**src/rtl/mult_seq_if.sv**
```systemverilog
// mult_seq_if: signal bundle between mult_seq_controller and its operand ROM,
// Dadda multiplier and result RAM.
//   master (controller): in  start, douta[31:0], p[31:0]
//                        out ena, addra, a[15:0], b[15:0], web, addrb, dinb[31:0], busy, done
//   slave  (environment): the mirror image
//   acc[31+ADDR_W:0] (master out) exists only when MULT_SEQ_ACC_EN is defined.
interface mult_seq_if #(
    parameter int ADDR_W = 3
);
    logic              start;
    logic [31:0]       douta;
    logic              ena;
    logic [ADDR_W-1:0] addra;
    logic [15:0]       a;
    logic [15:0]       b;
    logic [31:0]       p;
    logic              web;
    logic [ADDR_W-1:0] addrb;
    logic [31:0]       dinb;
    logic              busy;
    logic              done;
`ifdef MULT_SEQ_ACC_EN
    logic [31+ADDR_W:0] acc;
`endif

    modport master (
        input  start, douta, p,
        output ena, addra, a, b, web, addrb, dinb, busy, done
`ifdef MULT_SEQ_ACC_EN
        , output acc
`endif
    );

    modport slave (
        output start, douta, p,
        input  ena, addra, a, b, web, addrb, dinb, busy, done
`ifdef MULT_SEQ_ACC_EN
        , input acc
`endif
    );
endinterface

```
**src/rtl/mult_seq_controller.sv**
```systemverilog
// mult_seq_controller: walks NUM_WORDS operand pairs from a ROM through a
// pipelined multiplier of latency MUL_LAT and writes each product to a RAM.
//   clka : clock, all state on the rising edge
//   rst  : asynchronous active-high reset
//   bus  : mult_seq_if.master (start/douta/p in; ena/addra, a/b, web/addrb/dinb,
//          busy, done out; acc out when MULT_SEQ_ACC_EN is defined)
// Optional macro MULT_SEQ_ACC_EN adds a running sum of all products of a run.
module mult_seq_controller #(
    parameter int NUM_WORDS = 8,
    parameter int ADDR_W    = 3,
    parameter int MUL_LAT   = 2
) (
    input logic        clka,
    input logic        rst,
    mult_seq_if.master bus
);
    localparam int CW = $clog2(MUL_LAT + 1);

    typedef enum logic [2:0] {IDLE, FETCH, LOAD, WAIT, STORE, DONE} state_t;

    state_t            state;
    logic [ADDR_W-1:0] idx;
    logic [CW-1:0]     cnt;

    wire last = idx == ADDR_W'(NUM_WORDS - 1);

    // Outputs are registered on the edge that enters a state, except the RAM
    // write: p only settles during STORE, so web/addrb/dinb are captured on the
    // edge that leaves STORE and the write strobe follows STORE by one cycle.
    always_ff @(posedge clka or posedge rst) begin
        if (rst) begin
            state     <= IDLE;
            idx       <= '0;
            cnt       <= '0;
            bus.ena   <= 1'b0;
            bus.addra <= '0;
            bus.a     <= '0;
            bus.b     <= '0;
            bus.web   <= 1'b0;
            bus.addrb <= '0;
            bus.dinb  <= '0;
            bus.busy  <= 1'b0;
            bus.done  <= 1'b0;
`ifdef MULT_SEQ_ACC_EN
            bus.acc   <= '0;
`endif
        end else begin
            bus.ena  <= 1'b0;
            bus.web  <= 1'b0;
            bus.done <= 1'b0;
            case (state)
                IDLE: if (bus.start) begin
                    state     <= FETCH;
                    idx       <= '0;
                    bus.ena   <= 1'b1;
                    bus.addra <= '0;
                    bus.busy  <= 1'b1;
`ifdef MULT_SEQ_ACC_EN
                    bus.acc   <= '0;
`endif
                end
                FETCH: state <= LOAD;
                LOAD: begin
                    bus.a <= bus.douta[31:16];
                    bus.b <= bus.douta[15:0];
                    cnt   <= CW'(MUL_LAT);
                    state <= WAIT;
                end
                WAIT: begin
                    cnt <= cnt - 1'b1;
                    if (cnt == CW'(1)) state <= STORE;
                end
                STORE: begin
                    bus.web   <= 1'b1;
                    bus.addrb <= idx;
                    bus.dinb  <= bus.p;
`ifdef MULT_SEQ_ACC_EN
                    bus.acc   <= bus.acc + {{ADDR_W{1'b0}}, bus.p};
`endif
                    if (last) begin
                        state    <= DONE;
                        bus.done <= 1'b1;
                    end else begin
                        state     <= FETCH;
                        idx       <= idx + 1'b1;
                        bus.ena   <= 1'b1;
                        bus.addra <= idx + 1'b1;
                    end
                end
                DONE: begin
                    state    <= IDLE;
                    bus.busy <= 1'b0;
                    bus.a    <= '0;
                    bus.b    <= '0;
                end
                default: state <= IDLE;
            endcase
        end
    end
endmodule

```
**src/flat_wrapper.sv**
```systemverilog
// flat-port wrapper written by rule: the top's interface ports become plain ports
module mult_seq_controller_flat 
#(
    parameter int NUM_WORDS = 8,
    parameter int ADDR_W    = 3,
    parameter int MUL_LAT   = 2
)
  (clka, rst, bus_start, bus_douta, bus_p, bus_ena, bus_addra, bus_a, bus_b, bus_web, bus_addrb, bus_dinb, bus_busy, bus_done);
  mult_seq_if #(.ADDR_W(ADDR_W)) bus_i ();
  input logic clka;
  input logic rst;
  input wire logic [$bits(bus_i.start)-1:0] bus_start;
  input wire logic [$bits(bus_i.douta)-1:0] bus_douta;
  input wire logic [$bits(bus_i.p)-1:0] bus_p;
  output wire logic [$bits(bus_i.ena)-1:0] bus_ena;
  output wire logic [$bits(bus_i.addra)-1:0] bus_addra;
  output wire logic [$bits(bus_i.a)-1:0] bus_a;
  output wire logic [$bits(bus_i.b)-1:0] bus_b;
  output wire logic [$bits(bus_i.web)-1:0] bus_web;
  output wire logic [$bits(bus_i.addrb)-1:0] bus_addrb;
  output wire logic [$bits(bus_i.dinb)-1:0] bus_dinb;
  output wire logic [$bits(bus_i.busy)-1:0] bus_busy;
  output wire logic [$bits(bus_i.done)-1:0] bus_done;
  assign bus_i.start = bus_start;
  assign bus_i.douta = bus_douta;
  assign bus_i.p = bus_p;
  assign bus_ena = bus_i.ena;
  assign bus_addra = bus_i.addra;
  assign bus_a = bus_i.a;
  assign bus_b = bus_i.b;
  assign bus_web = bus_i.web;
  assign bus_addrb = bus_i.addrb;
  assign bus_dinb = bus_i.dinb;
  assign bus_busy = bus_i.busy;
  assign bus_done = bus_i.done;
  mult_seq_controller #(.NUM_WORDS(NUM_WORDS), .ADDR_W(ADDR_W), .MUL_LAT(MUL_LAT)) u_core (.clka(clka), .rst(rst), .bus(bus_i));
endmodule
```
**config.mk**
```make
export PLATFORM = sky130hd
export DESIGN_NAME = mult_seq_controller_flat
export DESIGN_NICKNAME = d
export VERILOG_FILES = /design/src/rtl/mult_seq_if.sv /design/src/rtl/mult_seq_controller.sv /design/src/flat_wrapper.sv
export SDC_FILE = /design/constraint.sdc
export NUM_CORES = 1
export LEC_CHECK = 0
export CAP_MARGIN = 20
export CORE_MARGIN = 4
export CORE_UTILIZATION = 35
export CTS_BUF_LIST = sky130_fd_sc_hd__clkbuf_8 sky130_fd_sc_hd__clkbuf_16
export DETAILED_ROUTE_END_ITERATION = 8
export PLACE_DENSITY = 0.7
export SLEW_MARGIN = 0
export SYNTH_ARGS = -nofsm -noshare
export SYNTH_HDL_FRONTEND = slang
export SYNTH_SLANG_ARGS = --single-unit
```
**constraint.sdc**
```tcl
create_clock -name clka -period 3.81 [get_ports clka]
set_input_delay 0.5715 -clock clka [delete_from_list [all_inputs] [get_ports clka]]
set_output_delay 0.5715 -clock clka [all_outputs]
set_load 0.01 [all_outputs]
```
==> results of run 1 <==
Yosys cell counts (2+ instances only):
master / count / share of area
nand2b_1: 4 / 0.0083
mux2i_1: 2 / 0.0067
inv_1: 5 / 0.0062
nand2_1: 3 / 0.0037
mux2_2: 36 / 0.13
dfrtp_1: 79 / 0.66
a22o_1: 32 / 0.093
o21ai_0: 4 / 0.0067
buf_2: 8 / 0.013
a21oi_1: 2 / 0.0033
ha_1: 3 / 0.012
buf_4: 5 / 0.012
nor2b_1: 2 / 0.0042
layout make-up:
cell class | instances | area share
sequential | 79 | 0.418
multi-input combinational | 99 | 0.199
tap | 105 | 0.0278
inverter | 5 | 0.00423
clock inverter | 7 | 0.0172
clock buffer | 9 | 0.0262
timing repair buffer | 145 | 0.308
worst max-delay path: stages, from the launching register on:
cell and delay, ns:
dfrtp_1 0.56, nor3b_4 0.47, buf_4 0.45, mux2_2 0.39
report_power, final:
part / internal [mW] / switching (mW)
registers: 1.21 / 0.232
logic: 1.00 / 0.614
clock network: 0.360 / 0.279
logic make-up (layout without fill, tap and decap cells):
kind of cell | Yosys count | count (layout) | synth area share
AOI/OAI and AO/OA | 44 | 44 | 0.124
buffers and inverters | 18 | 166 | 0.0320
muxes | 38 | 38 | 0.141
adders and majority gates | 3 | 3 | 0.0125
and+or+nand+nor | 14 | 14 | 0.0324
DFF | 79 | 79 | 0.657
flip-flops by register name (all words and copies together) (netlist names), 2 cells and up:
name	count
u_core.state	3
u_core.bus.a	16
u_core.bus.dinb	32
u_core.bus.b	16
u_core.bus.addra	3
u_core.bus.addrb	3
u_core.cnt	2
cells in the final DEF, fill, tap and decap left out, types with 2 or more instances in the layout:
| cell type | synthesis | routed |
|---|---|---|
| clkbuf_8 | 0 | 9 |
| nor2b_1 | 2 | 2 |
| mux2i_1 | 2 | 2 |
| clkinv_2 | 0 | 3 |
| inv_1 | 5 | 7 |
| buf_4 | 5 | 4 |
| mux2_2 | 36 | 36 |
| nand2_1 | 3 | 3 |
| a22o_1 | 32 | 32 |
| a21oi_1 | 2 | 2 |
| o21ai_0 | 4 | 4 |
| nor3b_4 | 1 | 2 |
| ha_1 | 3 | 3 |
| bufinv_16 | 0 | 2 |
| dfrtp_1 | 79 | 79 |
| nand2b_1 | 4 | 4 |
| clkdlybuf4s50_1 | 0 | 140 |
worst max-delay path by stage:
stage / startpoint / endpoint / slack (ns) / cells past startpoint
after floorplan: rst / u_core.bus.a[0] / 1.22 / 1
after global placement: rst / u_core.bus.dinb[22] / 1.78 / 3
after detailed placement: u_core.state[0] / u_core.bus.dinb[28] / 1.80 / 3
after CTS: u_core.state[0] / u_core.bus.dinb[28] / 1.78 / 3
after global routing: u_core.state[0] / u_core.bus.dinb[24] / 1.65 / 3
final: u_core.state[0] / u_core.bus.dinb[28] / 1.81 / 3
routing by layer:
metal	GRT usage	part of all wire	wire length, um	vias to the layer above
li1	-	-	-	995
met1	0.185	0.42	3010	1059
met2	0.214	0.46	3300	92
met3	0.0429	0.099	704	8
met4	0.0653	0.012	87	0
met5	0	0	0	-
==> results_dict.tcl, run 1 <==
set metrics [dict create \
    fin_crit_ns 2.00 \
    start_kind "flip-flop" \
    worstSetupPathType "flip-flop to flip-flop" \
    cts.sinks 79 \
    r2r_cells 3 \
    htree_levels 3 \
    min_path_type "flip-flop to flip-flop" \
    synthesis.area_um2 3010 \
    outcome "finished clean" \
    mappedNetlistNets 266 \
    critPathArrivalTime_ns 2.22 \
    die_width_um 101 \
    cp-end-kind "flip-flop" \
    io_pins 141 \
    die_area_um2 10100 \
    synthCells 196 \
    synth_ff_type "dfrtp_1" \
    worstPathRequired_ns 4.02 \
    ys_async_sr_fraction 1.00 \
    hpwl_um 5160 \
    vias_per_cell 4.80 \
    numPortBuffers 140 \
    wire_per_inst_um 15.8 \
    min_period_over_period 0.526 \
    drc_errors 0 \
    area_delta_synth_final_pct 57.4 \
    dr.pass1.iters 4 \
    ys_ff_latch 79 \
    holdWs_ns 0.501 \
    grt_pass1_vias 2203 \
    r2r_start "u_core.state[0]" \
    setup-violations-final 0 \
    totalPowerFinal_mw 3.70 \
    drive_above_1_share 0.174 \
    preCtsSetupSlack_ns 1.80 \
    cts_setup_buffers 0 \
    avgSynthCellArea_um2 15.3 \
    holdPathStages 1 \
    dp_cells 433 \
    fin_ws_ns 1.81 \
    relSlewSlack 0.668 \
    die_y_um 101 \
    sequential_cell_area_um2 1980 \
    fmax_mhz 499 \
    hold_viol 0 \
    antenna_left 0 \
    finalSetupTns_ns 0 \
    clk_path_buf_depth 2 \
    cts_made_buffers 9 \
    drt_iter0_drc 63 \
    ys.warnings.count 0 \
    finalClockSkew_ns 0.00663 \
    power.static_leakage_nw 2.02 \
    crit_fanout 32 \
    dpl_cell_area_um2 4530 \
    rows 33 \
    drv_cap 0 \
    grt_overflow 0 \
    clkTransAtPathRegs_ns 0.08 \
    vias 2154 \
    utilization 0.570 \
    cts.root.buffer_cell "clkbuf_8" \
    grt_max_degree 44 \
    core-area_um2 8300 \
    grt_use_total 0.141 \
    irDropWorstVdd_v 0.000301 \
    ys_types 24 \
    worstSkewPairLatency_ns 0.33 \
    fin_nets 409 \
    rsz0062_at_grt "false" \
    r2r-end "u_core.bus.dinb[28]" \
    final_cell_area_um2 4730 \
    multiInputGateArea_um2 941 \
    report.final.slew_viol_count 0 \
    globalplace.congestion 0.673 \
    wirelength_um 7110 \
    synth_seq_area_share 0.657 \
    antenna_found_initial 0 \
    cts_resized 0 \
    worst_pin_slew_ns 0.498 \
    antenna_cells 0 \
    power.density_nw_per_um2 782 \
    ctsHoldBuffers 0 \
    synth_edf_count 0 \
    reg2reg_slack_ns 1.81 \
    hold_start "u_core.bus.b[10]" \
    fillers 686 \
    initial_utilization 0.362 \
    finalNonFillerCells 449 \
    hold_end "u_core.bus.b[10]" \
    cts_tree "done" \
    grt_pass1_wl_um 11200 \
]
Note: power is estimated with default switching activity, not from simulation.
==> inputs of run 2 (changes only) <==
- clock period: 3.81 -> 2 ns (I/O delays scaled with it)
==> results_dict.tcl, run 2 (synthesized netlist as in run 1, its figures left out) <==
set metrics [dict create \
    outcome "finished clean" \
    finalNonFillerCells 450 \
    fillers 674 \
    start_kind "flip-flop" \
    irDropWorstVdd_v 0.000546 \
    grt_max_degree 33 \
    die_y_um 101 \
    critPathArrivalTime_ns 1.97 \
    ctsHoldBuffers 0 \
    largest_register_ffs 32 \
    drv_cap 0 \
    report.final.slew_viol_count 0 \
    mostFrequentLayoutCells "clkdlybuf4s50_1 (140), dfrtp_1 (79), mux2_2 (36), a22o_1 (32), clkbuf_8 (9)" \
    worst_pin_slew_ns 0.585 \
    cts_resized 0 \
    io_pins 141 \
    rows 33 \
    antenna_left 0 \
    antenna_cells 0 \
    cts_made_buffers 9 \
    area_delta_synth_final_pct 57.6 \
    cts_setup_buffers 0 \
    clk_path_buf_depth 2 \
    cts.sinks 79 \
    grt_use_total 0.149 \
    slowest_delay_ns 0.42 \
    vias_per_cell 4.75 \
    fin_nets 411 \
    worstPathRequired_ns 2.23 \
    cts.root.buffer_cell "clkbuf_8" \
    cpMaxStageDelayCell "dfrtp_1" \
    wire_per_inst_um 16.0 \
    drive_above_1_share 0.183 \
    wirelength_um 7180 \
    crit_fanout 5 \
    vias 2137 \
    globalplace.congestion 0.725 \
    initial_utilization 0.362 \
    drc_errors 0 \
    power.static_leakage_nw 2.02 \
    hpwl_um 5140 \
    critical_path.top_delay_family "flip-flops" \
    clkTransAtPathRegs_ns 0.08 \
    preCtsSetupSlack_ns 0.272 \
    relSlewSlack 0.609 \
    cts_tree "done" \
    fin_ws_ns 0.260 \
    worst_path_most_repeated_cell "ha_1" \
    grt_pass1_wl_um 11600 \
    fmax_mhz 575 \
    path_buf_inv 0 \
    numPortBuffers 140 \
    fin_crit_ns 1.74 \
    final_common_cell "clkdlybuf4s50_1" \
    dr.pass1.iters 4 \
    setup-violations-final 0 \
    worstSkewPairLatency_ns 0.35 \
    cp-end-kind "flip-flop" \
    grt_pass1_vias 2241 \
    die_area_um2 10100 \
    min_period_over_period 0.870 \
    hold_viol 0 \
    drt_iter0_drc 58 \
    finalClockSkew_ns 0.00748 \
    dpl_cell_area_um2 4560 \
    final_cell_area_um2 4740 \
    reg.largest.list "u_core.bus.dinb (32), u_core.bus.a (16), u_core.bus.b (16)" \
    rsz0062_at_grt "false" \
    core-area_um2 8300 \
    worstSetupPathType "flip-flop to flip-flop" \
    power.density_nw_per_um2 1470 \
    finalSetupTns_ns 0 \
    htree_levels 3 \
    min_path_type "input port to async pin" \
    die_width_um 101 \
    antenna_found_initial 0 \
    dp_cells 435 \
    grt_overflow 0 \
    crit_chain "ha_1 -> ha_1 -> nand2b_1 -> a211oi_4 -> mux2_2" \
    regMostFlops "u_core.bus.dinb" \
]
run 2: cell types whose count changed in the layout (fill, tap and decap cells not counted):
cell / change
inv_1: -2
bufinv_16: -1
clkinv_2: +1
buf_16: -1
buf_12: +3
clkinvlp_4: +1
run 2: where the power goes:
group / total, mW / internal (mW) / switching, mW
Combinational: 3.09 / 1.92 / 1.17
Sequential: 2.76 / 2.31 / 0.444
Clock: 1.10 / 0.556 / 0.543
run 2: path summary, 6_finish.rpt:
kind,startpoint,end,slack (ns),depth (start not counted)
setup / recovery,u_core.bus.addra[0],u_core.bus.addra[0],0.26,5
hold / removal,rst,u_core.bus.b[6],0.37,2
setup reg to reg,u_core.bus.addra[0],u_core.bus.addra[0],0.26,5
hold reg to reg,u_core.bus.b[13],u_core.bus.b[13],0.50,1
max in group asynchronous,rst,u_core.bus.a[15],1.09,3
min in group clka,u_core.bus.b[13],u_core.bus.b[13],0.50,1
run 2: metal layers:
metal	global-route usage	part of all wire	routed length, um	up-vias
li1	-	-	-	1002
met1	0.200	0.43	3100	1023
met2	0.214	0.44	3160	96
met3	0.0623	0.11	756	16
met4	0.0560	0.022	159	0
met5	0	0	0	-
run 2: cell type report:
cell class                 count  area [um2]  area share
clock buffer                   9         124      0.0261
inverter                       5        22.5     0.00475
timing repair buffer         147        1490       0.315
sequential                    79        1980       0.417
multi-input combinational     99         941       0.198
tap                          105         131      0.0277
clock inverter                 6        53.8      0.0113
run 2: metrics by stage:
step,power [mW],hold slack (ns),util
after global routing,7.43,0.393,0.571
after detailed placement,5.92,0.481,0.550
final,6.95,0.365,0.571
after CTS,7.06,0.365,0.571
after floorplan,4.18,0.440,-
after global placement,5.86,0.483,0.550
==> RTL change: new RTL, config.mk and constraints of run 2 <==
Re-encode `state_t` (6 states) as one-hot, 6 bits wide.
--- a/src/rtl/mult_seq_controller.sv
+++ b/src/rtl/mult_seq_controller.sv
@@ -16,7 +16,7 @@
 );
     localparam int CW = $clog2(MUL_LAT + 1);
 
-    typedef enum logic [2:0] {IDLE, FETCH, LOAD, WAIT, STORE, DONE} state_t;
+    typedef enum logic [5:0] {IDLE = 6'b000001, FETCH = 6'b000010, LOAD = 6'b000100, WAIT = 6'b001000, STORE = 6'b010000, DONE = 6'b100000} state_t;
 
     state_t            state;
     logic [ADDR_W-1:0] idx;
Behaviour: no difference found for any inputs over 10 cycles, from zero or initial values and one cycle with rst high; not proved beyond that.
==> RTL change against run 2 <==
Wire length increased by 20%. Largest power group is now registers. Setup slack got worse by 190 ps. Sequential cell count increased by 3. Critical path depth unchanged. Power decreased by 19%. Highest routed layer unchanged. Design area increased by 11%. Combinational power decreased by 31%. Area after synthesis increased by 15%. Die area increased by 14%.
==> RTL change: results (changes against run 2) <==
[outcome]
status = finished clean

[drt]
wl_met2_um = 4400  ; +39%
first_iter_violations = 146  ; +150%
wirelength_um = 8600  ; +20%
routed_via_density = 4.85  ; +2.2%
met1Wirelength_um = 3530  ; +14%

[power_and_ir_drop]
leakage_nw = 2.10  ; +3.9%
ir_worst_vdd_uv = 451  ; -17%

[cells_and_area]
layoutNonFillerInstCount = 569  ; +26%
seq_area_um2 = 2050  ; +3.9%
drive_gt1_share_pct = 17.9  ; -0.37 points
fill_cells = 829  ; +23%

[yosys]
ys_types = 36  ; +50%
yosys-top-cells-area = dfrtp_1 59%, mux2_2 11%, o21ai_0 5.2%, nand3_1 4.9%, a21oi_1 4.8%
synthesis.nets = 360  ; +35%
yosys-top-cells-count = 81 x dfrtp_1, 36 x o21ai_0, 34 x mux2_2, 34 x nand3_1, 33 x a21oi_1
ys_seq_area_share_pct = 59.3  ; -6.4 points

[worst_setup_path]
max_stage_delay_ps = 500  ; +80 ps
arrival_ps = 2160  ; +190 ps
critPathTopFamily = simple AND/OR/NAND/NOR gates

[place]
place_congestion = 0.751  ; +3.7%
dpl_cell_area_um2 = 5050  ; +11%
place_inst = 553  ; +27%

[sta]
clock_skew_ps = 5.01  ; -2.47 ps

[global_routing]
grt_max_degree = 49  ; +48%

[clock_network]
cts_sinks = 82  ; +3.8%

-- RTL change: path summary, 6_finish.rpt --
| kind | start | end | slack (ps) | cells past startpoint |
|---|---|---|---|---|
| min in group clka | u_core.cnt[0] | u_core.cnt[0] | 490 | 1 |
| setup reg to reg | u_core.bus.addra[1] | u_core.bus.addra[0] | 70 | 5 |
| hold reg to reg | u_core.cnt[0] | u_core.cnt[0] | 490 | 1 |
| hold / removal | rst | u_core.bus.busy | 390 | 3 |
| setup / recovery | u_core.bus.addra[1] | u_core.bus.addra[0] | 70 | 5 |
| max in group asynchronous | rst | u_core.bus.a[11] | 1240 | 3 |
-- RTL change: layer usage --
metal  vias up  global-route usage (%)
li1       1308                       -
met2        89                    25.4
met3         5                    5.70
met5         -                       0
met1      1359                    18.8
met4         0                    2.71
-- RTL change: cell families (layout without fill, tap and decap cells) --
family | count (synthesis) | count (layout) | synth area share, %
AO/OA/AOI/OAI | 78 | 78 | 12.3
XOR/XNOR | 1 | 1 | 0.253
adder cells (fa/ha/maj) | 3 | 3 | 1.09
buffers and inverters | 30 | 176 | 4.59
flip-flops | 82 | 82 | 59.3
multiplexers | 36 | 36 | 11.6
AND/OR/NAND/NOR | 60 | 60 | 10.7
-- RTL change: worst register-to-register path, cell delays in order (launching register included) --
cell,delay [ps]
dfrtp_1,410
ha_1,200
ha_1,200
or3b_2,500
a21oi_4,170
mux2_2,340
-- RTL change: power breakdown --
group / total [mW] / switching, mW / internal (mW)
Clock: 1.21 / 0.570 / 0.639
Sequential: 2.31 / 0.246 / 2.06
Combinational: 2.13 / 0.967 / 1.16
Total: 5.64 / 1.78 / 3.86
-- RTL change: final cells by class --
cell class	count	area share [%]
repair buffers	154	29.4
flip-flops and latches	82	39.1
well taps	133	3.17
clock inverters	5	1.02
multi-input cells	178	24.0
clock buffers	11	2.88
inverters	6	0.500
